<file path="src/rtl/arc4_sched_pkg.sv">
// rtl/arc4_sched_pkg.sv - shared state encoding, defaults and priority-encode helper for the ARC4 key-search scheduler
package arc4_sched_pkg;

  typedef enum logic [1:0] {
    ST_IDLE,
    ST_RUN,
    ST_DONE
  } sched_state_t;

  localparam int KEY_BITS_DEF = 24;
  localparam int MAX_CORES    = 16;

  function automatic logic [3:0] lowest_set(input logic [MAX_CORES-1:0] v);
    logic [3:0] r;
    r = '0;
    for (int i = MAX_CORES - 1; i >= 0; i--) begin
      if (v[i]) r = 4'(i);
    end
    return r;
  endfunction

endpackage

</file>
<file path="src/rtl/arc4_crack_sched_if.sv">
// rtl/arc4_crack_sched_if.sv - host handshake and crack-core dispatch bus of the key-search scheduler
interface arc4_crack_sched_if #(
  parameter int NUM_CORES = 2,
  parameter int KEY_BITS  = 24
) ();
  logic                          en;
  logic                          rdy;
  logic                          key_valid;
  logic [KEY_BITS-1:0]           key_out;
  logic [NUM_CORES-1:0]          core_start;
  logic [NUM_CORES*KEY_BITS-1:0] core_key;
  logic [NUM_CORES-1:0]          core_abort;
  logic [NUM_CORES-1:0]          core_done;
  logic [NUM_CORES-1:0]          core_match;

  modport master (
    input  en, core_done, core_match,
    output rdy, key_valid, key_out, core_start, core_key, core_abort
  );

  modport slave (
    output en, core_done, core_match,
    input  rdy, key_valid, key_out, core_start, core_key, core_abort
  );
endinterface

</file>
<file path="src/rtl/arc4_sched_prio_enc.sv">
// rtl/arc4_sched_prio_enc.sv - N-wide lowest-index priority encoder with any-valid flag
module arc4_sched_prio_enc
  import arc4_sched_pkg::*;
#(
  parameter int N     = 2,
  parameter int IDX_W = 1
) (
  input  logic [N-1:0]     req,
  output logic [IDX_W-1:0] idx,
  output logic             any
);
  logic [MAX_CORES-1:0] padded;

  always_comb begin
    padded        = '0;
    padded[N-1:0] = req;
  end

  assign idx = IDX_W'(lowest_set(padded));
  assign any = |req;
endmodule

</file>
<file path="src/rtl/arc4_crack_sched.sv">
// rtl/arc4_crack_sched.sv - NUM_CORES-wide ARC4 brute-force key dispatcher; ARC4_SCHED_PERF_EN adds perf counters
module arc4_crack_sched
  import arc4_sched_pkg::*;
#(
  parameter int NUM_CORES = 2,
  parameter int KEY_BITS  = KEY_BITS_DEF
) (
  input  logic               clk,
  input  logic               rst,
  arc4_crack_sched_if.master bus
`ifdef ARC4_SCHED_PERF_EN
  ,
  output logic [KEY_BITS:0]  perf_keys,
  output logic [31:0]        perf_cycles
`endif
);
  localparam int CID_W = (NUM_CORES > 1) ? $clog2(NUM_CORES) : 1;

  sched_state_t         state, state_nxt;
  logic [KEY_BITS:0]    next_key;
  logic [NUM_CORES-1:0] busy, done_v, match_v, disp_vec, start_r, abort_r;
  logic [KEY_BITS-1:0]  key_r [NUM_CORES];
  logic                 key_valid_r;
  logic [KEY_BITS-1:0]  key_out_r;
  logic [CID_W-1:0]     idle_idx, win_idx;
  logic                 any_idle, any_match;
  logic                 found, dispatch, exhausted;

  // done/match from cores we never dispatched are protocol noise
  assign done_v  = bus.core_done & busy;
  assign match_v = done_v & bus.core_match;

  arc4_sched_prio_enc #(.N(NUM_CORES), .IDX_W(CID_W)) u_idle_pick (
    .req (~busy),
    .idx (idle_idx),
    .any (any_idle)
  );

  arc4_sched_prio_enc #(.N(NUM_CORES), .IDX_W(CID_W)) u_match_pick (
    .req (match_v),
    .idx (win_idx),
    .any (any_match)
  );

  assign found     = (state == ST_RUN) && any_match;
  assign dispatch  = (state == ST_RUN) && !found && !next_key[KEY_BITS] && any_idle;
  assign exhausted = (state == ST_RUN) && next_key[KEY_BITS] && (busy == '0);

  always_comb begin
    disp_vec = '0;
    if (dispatch) disp_vec[idle_idx] = 1'b1;
  end

  always_ff @(posedge clk or posedge rst) begin
    if (rst) state <= ST_IDLE;
    else     state <= state_nxt;
  end

  always_comb begin
    state_nxt = state;
    case (state)
      ST_IDLE: if (bus.en) state_nxt = ST_RUN;
      ST_RUN:  if (found || exhausted) state_nxt = ST_DONE;
      ST_DONE: state_nxt = ST_IDLE;
      default: state_nxt = ST_IDLE;
    endcase
  end

  always_ff @(posedge clk or posedge rst) begin
    if (rst) begin
      next_key    <= '0;
      busy        <= '0;
      start_r     <= '0;
      abort_r     <= '0;
      key_valid_r <= 1'b0;
      key_out_r   <= '0;
      for (int i = 0; i < NUM_CORES; i++) key_r[i] <= '0;
    end else begin
      start_r <= '0;
      abort_r <= '0;
      case (state)
        ST_IDLE: begin
          if (bus.en) begin
            key_valid_r <= 1'b0;
            key_out_r   <= '0;
            next_key    <= '0;
          end
        end
        ST_RUN: begin
          if (found) begin
            key_valid_r <= 1'b1;
            key_out_r   <= key_r[win_idx];
            abort_r     <= busy & ~done_v;
            busy        <= busy & ~done_v;
          end else begin
            busy    <= (busy & ~done_v) | disp_vec;
            start_r <= disp_vec;
            if (dispatch) begin
              key_r[idle_idx] <= next_key[KEY_BITS-1:0];
              next_key        <= next_key + (KEY_BITS + 1)'(1);
            end
          end
        end
        default: busy <= '0;
      endcase
    end
  end

  assign bus.rdy        = (state == ST_IDLE);
  assign bus.key_valid  = key_valid_r;
  assign bus.key_out    = key_out_r;
  assign bus.core_start = start_r;
  assign bus.core_abort = abort_r;

  for (genvar g = 0; g < NUM_CORES; g++) begin : g_key
    assign bus.core_key[g*KEY_BITS +: KEY_BITS] = key_r[g];
  end

`ifdef ARC4_SCHED_PERF_EN
  logic [KEY_BITS:0] done_cnt;

  always_comb begin
    done_cnt = '0;
    for (int i = 0; i < NUM_CORES; i++) done_cnt = done_cnt + (KEY_BITS + 1)'(done_v[i]);
  end

  always_ff @(posedge clk or posedge rst) begin
    if (rst) begin
      perf_keys   <= '0;
      perf_cycles <= '0;
    end else if ((state == ST_IDLE) && bus.en) begin
      perf_keys   <= '0;
      perf_cycles <= '0;
    end else if (state == ST_RUN) begin
      perf_keys <= perf_keys + done_cnt;
      if (perf_cycles != '1) perf_cycles <= perf_cycles + 32'd1;
    end
  end
`endif
endmodule

</file>
<file path="src/flat_wrapper.sv">
// flat-port wrapper written by rule: the top's interface ports become plain ports
module arc4_crack_sched_flat import arc4_sched_pkg::*;
#(
  parameter int NUM_CORES = 2,
  parameter int KEY_BITS  = KEY_BITS_DEF
)
  (clk, rst, bus_en, bus_core_done, bus_core_match, bus_rdy, bus_key_valid, bus_key_out, bus_core_start, bus_core_key, bus_core_abort);
  arc4_crack_sched_if #(.NUM_CORES(NUM_CORES), .KEY_BITS(KEY_BITS)) bus_i ();
  input  logic clk;
  input  logic rst;
  input wire logic [$bits(bus_i.en)-1:0] bus_en;
  input wire logic [$bits(bus_i.core_done)-1:0] bus_core_done;
  input wire logic [$bits(bus_i.core_match)-1:0] bus_core_match;
  output wire logic [$bits(bus_i.rdy)-1:0] bus_rdy;
  output wire logic [$bits(bus_i.key_valid)-1:0] bus_key_valid;
  output wire logic [$bits(bus_i.key_out)-1:0] bus_key_out;
  output wire logic [$bits(bus_i.core_start)-1:0] bus_core_start;
  output wire logic [$bits(bus_i.core_key)-1:0] bus_core_key;
  output wire logic [$bits(bus_i.core_abort)-1:0] bus_core_abort;
  assign bus_i.en = bus_en;
  assign bus_i.core_done = bus_core_done;
  assign bus_i.core_match = bus_core_match;
  assign bus_rdy = bus_i.rdy;
  assign bus_key_valid = bus_i.key_valid;
  assign bus_key_out = bus_i.key_out;
  assign bus_core_start = bus_i.core_start;
  assign bus_core_key = bus_i.core_key;
  assign bus_core_abort = bus_i.core_abort;
  arc4_crack_sched #(.NUM_CORES(NUM_CORES), .KEY_BITS(KEY_BITS)) u_core (.clk(clk), .rst(rst), .bus(bus_i));
endmodule
</file>
<file path="config.mk">
export PLATFORM = sky130hd
export DESIGN_NAME = arc4_crack_sched_flat
export DESIGN_NICKNAME = d
export VERILOG_FILES = /design/src/rtl/arc4_sched_pkg.sv /design/src/rtl/arc4_crack_sched_if.sv /design/src/rtl/arc4_sched_prio_enc.sv /design/src/rtl/arc4_crack_sched.sv /design/src/flat_wrapper.sv
export SDC_FILE = /design/constraint.sdc
export NUM_CORES = 1
export LEC_CHECK = 0
export ABC_AREA = 0
export CAP_MARGIN = 20
export CORE_MARGIN = 2
export CORE_UTILIZATION = 47
export CTS_CLUSTER_DIAMETER = 80
export DETAILED_ROUTE_END_ITERATION = 7
export PLACE_DENSITY_LB_ADDON = 0.05
export SYNTH_ARGS = -nofsm -noshare
export SYNTH_HDL_FRONTEND = slang
export SYNTH_SLANG_ARGS = --single-unit
</file>
<file path="constraint.sdc">
create_clock -name clk -period 3.3 [get_ports clk]
set_input_delay 0.33 -clock clk [delete_from_list [all_inputs] [get_ports clk]]
set_output_delay 0.33 -clock clk [all_outputs]
set_load 0.1 [all_outputs]
</file>
==> run metrics, run 1 <==
outcome finished, final reports clean; DR pass1 iterations 4; kind of cell adding the most delay to the critical path simple AND/OR/NAND/NOR gates; period utilization about 70%; Net Switching approximately 1700 uW; sequential fraction of the synthesis area 55.5%; critical-path cell list or2b_1 -> a21oi_1 -> buf_4 -> or3_1 -> or4_1 -> o21ai_0; Die ar. ~11000 um^2; Final Critical Period 2360 ps; Worst path slowest cell dfrtp_1; cell-internal power 2140 uW; # resized after CTS 0; register bit total from synthesis ~110; fmax 423 MHz; final setup fails 0; actual slew at the worst max-slew pin 991 ps; CP max stage delay 620 ps; post-synth top area cell dfrtp_1; Remaining DRCs 0; layout cells sized above 1 between 10% and 20%; Starting Density 48.6%; dpl cell area 5750 um^2; yosys warns 0; CTS buffer count 9; Power per Cell Area 638 nW/um^2; Slew headroom ~34%; Critical Path Start Type register; Required @ worst endpoint 3570 ps; Logic pwr share between 40% and 50%; first-pass GRT wire length 17.6 mm; mapped cell area 4780 um^2; initial antenna violation count 0; commonest non-fill, non-tap cell in the layout dfrtp_1; final hold vios 0; worst path arrival time 2640 ps; CP endpoint kind register; Fillers 852; WP buf/inv 1; via count 3442; RD Place Congestion 0.814; Die X 105 um; ys async rst share 100%; GR Util All Layers 19.8%; CTS tree built; prevailing post-synth register cell dfrtp_1; setup tns final 0 ps; detailed placement HPWL around 7.0 mm; syn_nets 411; Layout area overhead 24.4%; Clock Latency Late Sink 360 ps; area used by multi-input combinational logic 1990 um^2; Overflow after GRT 0; RSZ-0062 raised after global routing no; Site Rows 36; HP Class reg -> reg; Routed WL 10.4 mm; Clock Path Buffers 2; Max FO, Critical Path 20; Sequential Power Share between 40% and 50%; Iteration-0 DRC Markers roughly 130; Hold Buf Count CTS 0; commonest non-fill, non-tap cells in the layout dfrtp_1 (106), clkdlybuf4s50_1 (83), nand3_1 (34); Synth top area share ~56%; Setup Fix Bufs, Post-CTS 0; vias in the first global route 3410; vias per cell 5.55; Post-synth EDFFs 0; Switching Share between 40% and 50%; H-tree depth 3; Antenna Nets Post-Route 0; nets@finish 490; Mapped Avg Cell Area roughly 12 um^2; Reg clk slew, reported paths 100 ps; final instance area 5940 um^2; diodes inserted 0; leak pwr 0.00278 uW; fin. max-slew vios 0; register area roughly 2700 um^2; post-synthesis cell count 403; Max VDD drop 0.391 mV; Worst Skew 9.89 ps; Port Buffers 84; largest cells by area after synthesis dfrtp_1 (56%), mux2_2 (7.3%), mux2i_1 (5.0%); Max-Cap Viols 0; post-synthesis cell type count 46; core footprint between 9000 and 10000 um^2; Clock power frac between 15 and 20%; pin count of the biggest net entering global routing 71; Boundary Pins 85; drt wl/cell ~17 um; clk sinks about 110; CTS root buf clkbuf_8; Crit Path Class reg -> reg; Chip Height 105 um
[worst reg2reg max path: cells and delay by family (launching register included)]
kind / cells / cell delay, ps
AO/OA/AOI/OAI: 2 / 140
AND/OR/NAND/NOR: 3 / 1340
buffers and inverters: 1 / 180
flip-flops: 1 / 620
[registers in the layout (all words and copies together) (netlist names)]
signal	cells
u_core.bus.core_abort	2
u_core.bus.core_key	48
u_core.next_key	25
u_core.busy	2
u_core.state	2
u_core.bus.key_valid	1
u_core.bus.core_start	2
u_core.bus.key_out	24
[cell families after synthesis]
logic type	after synthesis	synth area share, %
mux	71	17.4
compound gates	58	7.23
fa+ha+maj	1	0.262
flops	106	55.5
xor+xnor	9	1.65
buf+inv	30	3.01
simple gates	128	14.9
[final cells by class]
| type | count | area share (%) |
|---|---|---|
| Clock inverter | 6 | 0.821 |
| Inverter | 3 | 0.232 |
| Multi-Input combinational cell | 267 | 33.5 |
| Sequential cell | 106 | 44.7 |
| Timing Repair Buffer | 95 | 15.7 |
| Tap cell | 133 | 2.80 |
| Clock buffer | 10 | 2.32 |
[power by group through the flow]
stage	registers (uW)	clock network, uW	logic, uW
after floorplan	2010	0	706
after global placement	1540	0	1510
after detailed placement	1550	0	1520
after CTS	1520	785	1520
after global routing	1540	836	1600
final	1520	755	1520
[worst paths after layout]
kind / startpoint / to / slack, ps / cells past startpoint
max: u_core.state[1] / u_core.next_key[9] / 940 / 6
min: u_core.bus.key_valid / u_core.bus.key_valid / 490 / 2
max reg2reg: u_core.state[1] / u_core.next_key[9] / 940 / 6
min reg2reg: u_core.bus.key_valid / u_core.bus.key_valid / 490 / 2
max in group asynchronous: rst / u_core.next_key[18] / 2130 / 3
min in group asynchronous: rst / u_core.bus.key_valid / 500 / 2
[synthesized netlist by cell type (all sizes together) (2+ instances only)]
cell and number:
dfrtp 106, mux2 47, nand3 37, o21ai 32
mux2i 24, nand2 24, nor2 17, clkbuf 16
buf 11, nor4 11, xnor2 9, a21oi 8
nand4 8, and3 5, or3 5, nor3 4
a31oi 3, a41o 3, and4 3, inv 3
o21a 3, and2 2, nand2b 2, nor3b 2
o31a 2, o41ai 2, or4 2
[routing by layer]
metal | wire length (um) | GRT usage [%]
met1 | 4980 | 29.1
met2 | 4850 | 30.5
met3 | 384 | 3.06
met4 | 141 | 5.71
met5 | 0 | 0
[through the flow]
step	std cells	utilization, %	setup WS (ps)	hold slack [ps]	power (uW)
global route	620	60.5	816	535	3970
global placement	604	58.6	805	461	3050
detailed placement	604	58.6	711	467	3070
CTS	620	60.5	957	492	3830
floorplan	403	-	181	400	2710
finish	620	60.5	936	489	3790
No activity file was read; power rests on OpenSTA's default activity.
==> run 2, diff against run 1 <==
==> constraint.sdc (replaced) <==
create_clock -name clk -period 2.1 [get_ports clk]
set_input_delay 0.21 -clock clk [delete_from_list [all_inputs] [get_ports clk]]
set_output_delay 0.21 -clock clk [all_outputs]
set_load 0.1 [all_outputs]
==> run metrics, run 2 (synthesis results as in run 1) <==
outcome finished, final reports clean; Fillers 865; Starting Density between 40% and 50%; Die ar. 11000 um^2; final hold vios 0; Chip Height between 100 and 150 um; drt wl/cell 16.4 um; commonest non-fill, non-tap cell in the layout dfrtp_1; DR pass1 iterations 4; Remaining DRCs 0; Boundary Pins 85; Clock Latency Late Sink 370 ps; Max-Cap Viols 0; via count about 3.4k; vias per cell around 5.4; detailed-routed wire length on met2 4.91 mm; M1 WL 5.08 mm; HP Class in -> async; Reg clk slew, reported paths around 100 ps; Max VDD drop roughly 0.58 mV; vias in the first global route 3342; critical-path cell list buf_4 -> or2b_1 -> a21oi_1 -> or3_1 -> buf_4 -> or4_1 -> o21ai_0; Layout area overhead 24.1%; worst path arrival time around 2200 ps; kind of cell adding the most delay to the critical path simple AND/OR/NAND/NOR gates; # resized after CTS 0; Max FO, Critical Path 20; diodes inserted 0; fmax 514 MHz; Site Rows 36; core footprint 9820 um^2; CTS tree built; commonest non-fill, non-tap cells in the layout dfrtp_1 (106), buf_4 (101), nand3_1 (34); setup tns final 0 ps; H-tree depth 3; first-pass GRT wire length 17.5 mm; Required @ worst endpoint 2400 ps; met3 wire len 341 um; GR Util All Layers between 10% and 20%; fin util 60.4%; Crit Path Class reg -> reg; Die X 105 um; Worst path slowest cell or4_1; RD Place Congestion 0.817; Routed WL 10.4 mm; register area 2650 um^2; Port Buffers 84; Hold Slack 372 ps; detailed placement HPWL around 7.0 mm; CP max stage delay roughly 470 ps; RSZ-0062 raised after global routing no; final setup fails 0; Worst Skew roughly 12 ps; Final Critical Period 1940 ps; Setup Fix Bufs, Post-CTS 0; Iteration-0 DRC Markers 150; area used by multi-input combinational logic 2000 um^2; Antenna Nets Post-Route 0; clk sinks 106; layout cells sized above 1 35.3%; DR top layer met4; period utilization 92.6%; Overflow after GRT 0; CP endpoint kind register; WP buf/inv 2; Hold Buf Count CTS 0; initial antenna violation count 0; CTS buffer count 9; nets@finish 505; Power per Cell Area 1060 nW/um^2; leak pwr 0.00303 uW; CTS root buf clkbuf_8; Largest register FFs 48; fin. max-slew vios 0; Critical Path Start Type register; Slew headroom 62.4%; pin count of the biggest net entering global routing approximately 110; most frequent CP cell buf_4; Clock Path Buffers 2; actual slew at the worst max-slew pin 563 ps
run 2: worst reg2reg max path, cell delays in order (launching register included):
cell	delay, ps
dfrtp_1	350
buf_4	200
or2b_1	150
a21oi_1	60
or3_1	360
buf_4	200
or4_1	480
o21ai_0	80
run 2: cell type report:
cell class | instances | area share, %
Clock buffer | 10 | 2.15
Timing Repair Buffer | 110 | 14.8
Tap cell | 133 | 2.81
Clock inverter | 6 | 1.54
Inverter | 3 | 0.253
Sequential cell | 106 | 44.8
Multi-Input combinational cell | 267 | 33.7
run 2: path summary, 6_finish.rpt:
check                                     start                      end  slack (ps)  cells past startpoint
hold / removal                              rst  u_core.bus.core_key[29]         370                      3
hold reg to reg            u_core.bus.key_valid     u_core.bus.key_valid         490                      2
min in group clk           u_core.bus.key_valid     u_core.bus.key_valid         490                      2
max in group asynchronous                   rst  u_core.bus.core_key[35]        1340                      3
setup / recovery                u_core.state[1]       u_core.next_key[9]         160                      7
setup reg to reg                u_core.state[1]       u_core.next_key[9]         160                      7
run 2: layer usage:
layer  vias to the layer above  global-route usage, %
met4                         0                   5.43
met5                         -                      0
met2                        59                   30.7
met1                      1725                   28.2
met3                         8                   4.05
li1                       1647                      -
run 2: through the flow:
step	cell area (um^2)	std cells	total power [uW]	setup WS (ps)
global placement	5710	619	4930	46.6
detailed placement	5710	619	4970	-14.6
global route	5930	635	6610	15.5
CTS	5930	635	6360	161
finish	5930	635	6300	155
floorplan	4790	403	4280	149
run 2: where the power goes:
part / internal, uW / switching [uW] / total, uW
Sequential: 2210 / 148 / 2350
Combinational: 770 / 1790 / 2560
Clock: 674 / 708 / 1380
Total: 3650 / 2650 / 6300
==> variant (settings of run 1) <==
The 3 states of `sched_state_t` get a one-hot encoding in 3 bits.
--- a/src/rtl/arc4_sched_pkg.sv
+++ b/src/rtl/arc4_sched_pkg.sv
@@ -2,8 +2,8 @@
 package arc4_sched_pkg;
 
-  typedef enum logic [1:0] {
-    ST_IDLE,
-    ST_RUN,
-    ST_DONE
+  typedef enum logic [2:0] {
+    ST_IDLE = 3'b001,
+    ST_RUN  = 3'b010,
+    ST_DONE = 3'b100
   } sched_state_t;
 
Behaviour: same outputs for any inputs over 4 cycles, from zero or initial values and one cycle with rst high; so few cycles prove little.
==> variant against run 1 <==
  * Maximum frequency fell by 3.3%
  * Area after synthesis shrank 1.0%
  * Die area shrank 0.96%
  * Largest cell class unchanged
  * Synthesized cell count decreased by 9.7%
  * Routed wire length fell by 2.0%
  * Worst setup slack worse by 80 ps
  * Core utilization rose by 0.19 points
  * Sequential cell count is 1 higher
  * Critical endpoint is now u_core.bus.key_valid$_DFFE_PP0P_
  * Cell area is 0.15% lower
  * Cell count decreased by 4.7%
Power is not compared: it rests on default switching activity, and its combinational part moved more than twofold at a synthesized area within 25%.
==> variant: results (changes against run 1) <==
metric	value	unit	change
layout cells sized above 1	0.140		-0.0348
DRT iter0 DRCs	116		-7.2%
CTS clk-pin slew, worst paths	100	ps	about the same
routed length per instance	17.2	um	+2.8%
Synth async-reset ratio	1.00		unchanged
DRT Pass-1 Iters	4		unchanged
critical path peak fanout	25		+25%
PortBufs	84		unchanged
vias in the first global route	3178		-6.8%
Clock H-tree levels	3		unchanged
peak supply drop	738	uV	
number of gates resized after cts	0		unchanged
clk_lat worst skew	370	ps	
slew margin rel.	0.341		+0.00403
Final Skew	11.3	ps	+1.38 ps
Post-Place Setup Slack	720	ps	+8.53 ps
synth top area cells	dfrtp_1 56%, mux2i_1 5.7%, mux2_1 5.2%		
CTS Buf Count	9		unchanged
max reg flops	48		unchanged
CTS root buffer	clkbuf_8		
first-pass GRT wire length	16800	um	-4.7%
ratio of final minimum period to clock period	0.741		+0.0242
number of setup buffers added after CTS	0		unchanged
DP Cell Count	575		-4.8%
Hold WC Path Type	in2async		
Final GP Congestion	0.777		-4.5%
top_reg_cell synth	dfrtp_1		
CTS Buffer Depth	2		unchanged
Crit Path Class	reg2reg		
Synthesized Nets	372		-9.5%
fill count	838		-1.6%
Total GRT Usage	0.193		-0.00504
placed inst area	5730	sq um	-0.48%
most frequent cells after synthesis	106 x dfrtp_1, 27 x mux2i_1, 24 x o2bb2ai_1		
post-synthesis sequential area ratio	0.567		+0.0111
RR Startpoint	u_core.state[0]$_DFFE_PP1P_		
HPWL after DPL	7020	um	+0.10%
initial antenna violation count	0		unchanged
synth unique cells	46		unchanged
Worst Setup EP	u_core.bus.key_valid$_DFFE_PP0P_		
CP arrival	2710	ps	+70 ps
Ys Warns	0		unchanged
via count	3334		-3.1%
Pleak	2.75	nW	
largest net degree at the start of global routing	57		-20%
Final Net Count	461		-5.9%
non-filler cells, final	591		-4.7%
Cells after Synth	364		-9.7%
outcome	finished, final reports clean		
R2R depth	5		-1
setup slack, reg-to-reg	860	ps	-80 ps
diodes inserted	0		unchanged
==> variant: cell count changes after synthesis, moves of 6 or more <==
cell / change
nand3_1: -25
o21ai_0: -15
xnor2_1: -8
mux2_2: -17
or3_1: +6
nor2_1: -10
mux2_4: -6
nor4_1: -10
a21oi_1: +10
clkbuf_1: -11
o2bb2ai_1: +24
mux2_1: +22
==> variant: cells by family after synthesis <==
| group | after synthesis | share of synthesized area |
|---|---|---|
| buffers and inverters | 21 | 0.0270 |
| XOR/XNOR | 2 | 0.00371 |
| flip-flops | 107 | 0.567 |
| AO/OA/AOI/OAI | 76 | 0.116 |
| multiplexers | 73 | 0.175 |
| AND/OR/NAND/NOR | 84 | 0.110 |
| adder cells (fa/ha/maj) | 1 | 0.00265 |
==> variant: metal layers <==
metal	global-route usage	vias up	wire length [um]
li1	-	1543	-
met1	0.271	1723	4870
met2	0.303	59	4820
met3	0.0426	9	358
met4	0.0512	0	100
met5	0	-	0
==> variant: power by group <==
group	leakage [nW]	switching (mW)	internal (mW)
Clock	0.0998	0.435	0.395
Sequential	1.49	0.0609	1.37
Combinational	1.16	0.536	0.197
==> variant: area by class of cell <==
type                            count  area, sq um  share of cell area
Sequential cell                   107         2680               0.452
Multi-Input combinational cell    236         1930               0.325
Timing Repair Buffer               95          933               0.157
Tap cell                          133          166              0.0281
Clock buffer                       13          159              0.0268
Clock inverter                      3         46.3             0.00780
Inverter                            4         17.5             0.00295
==> variant: critical path: stages, from the launching register on <==
cell and delay (ps):
dfstp_2 590, nor3b_2 330, and2_1 770, mux2i_2 140, buf_4 290, a22o_1 220
==> variant: through the flow <==
step | hold WS (ps) | total power [mW]
detailed placement | 473 | 2.19
finish | 412 | 2.99
floorplan | 400 | 2.01
global route | 494 | 3.11
CTS | 458 | 3.02
global placement | 470 | 2.18
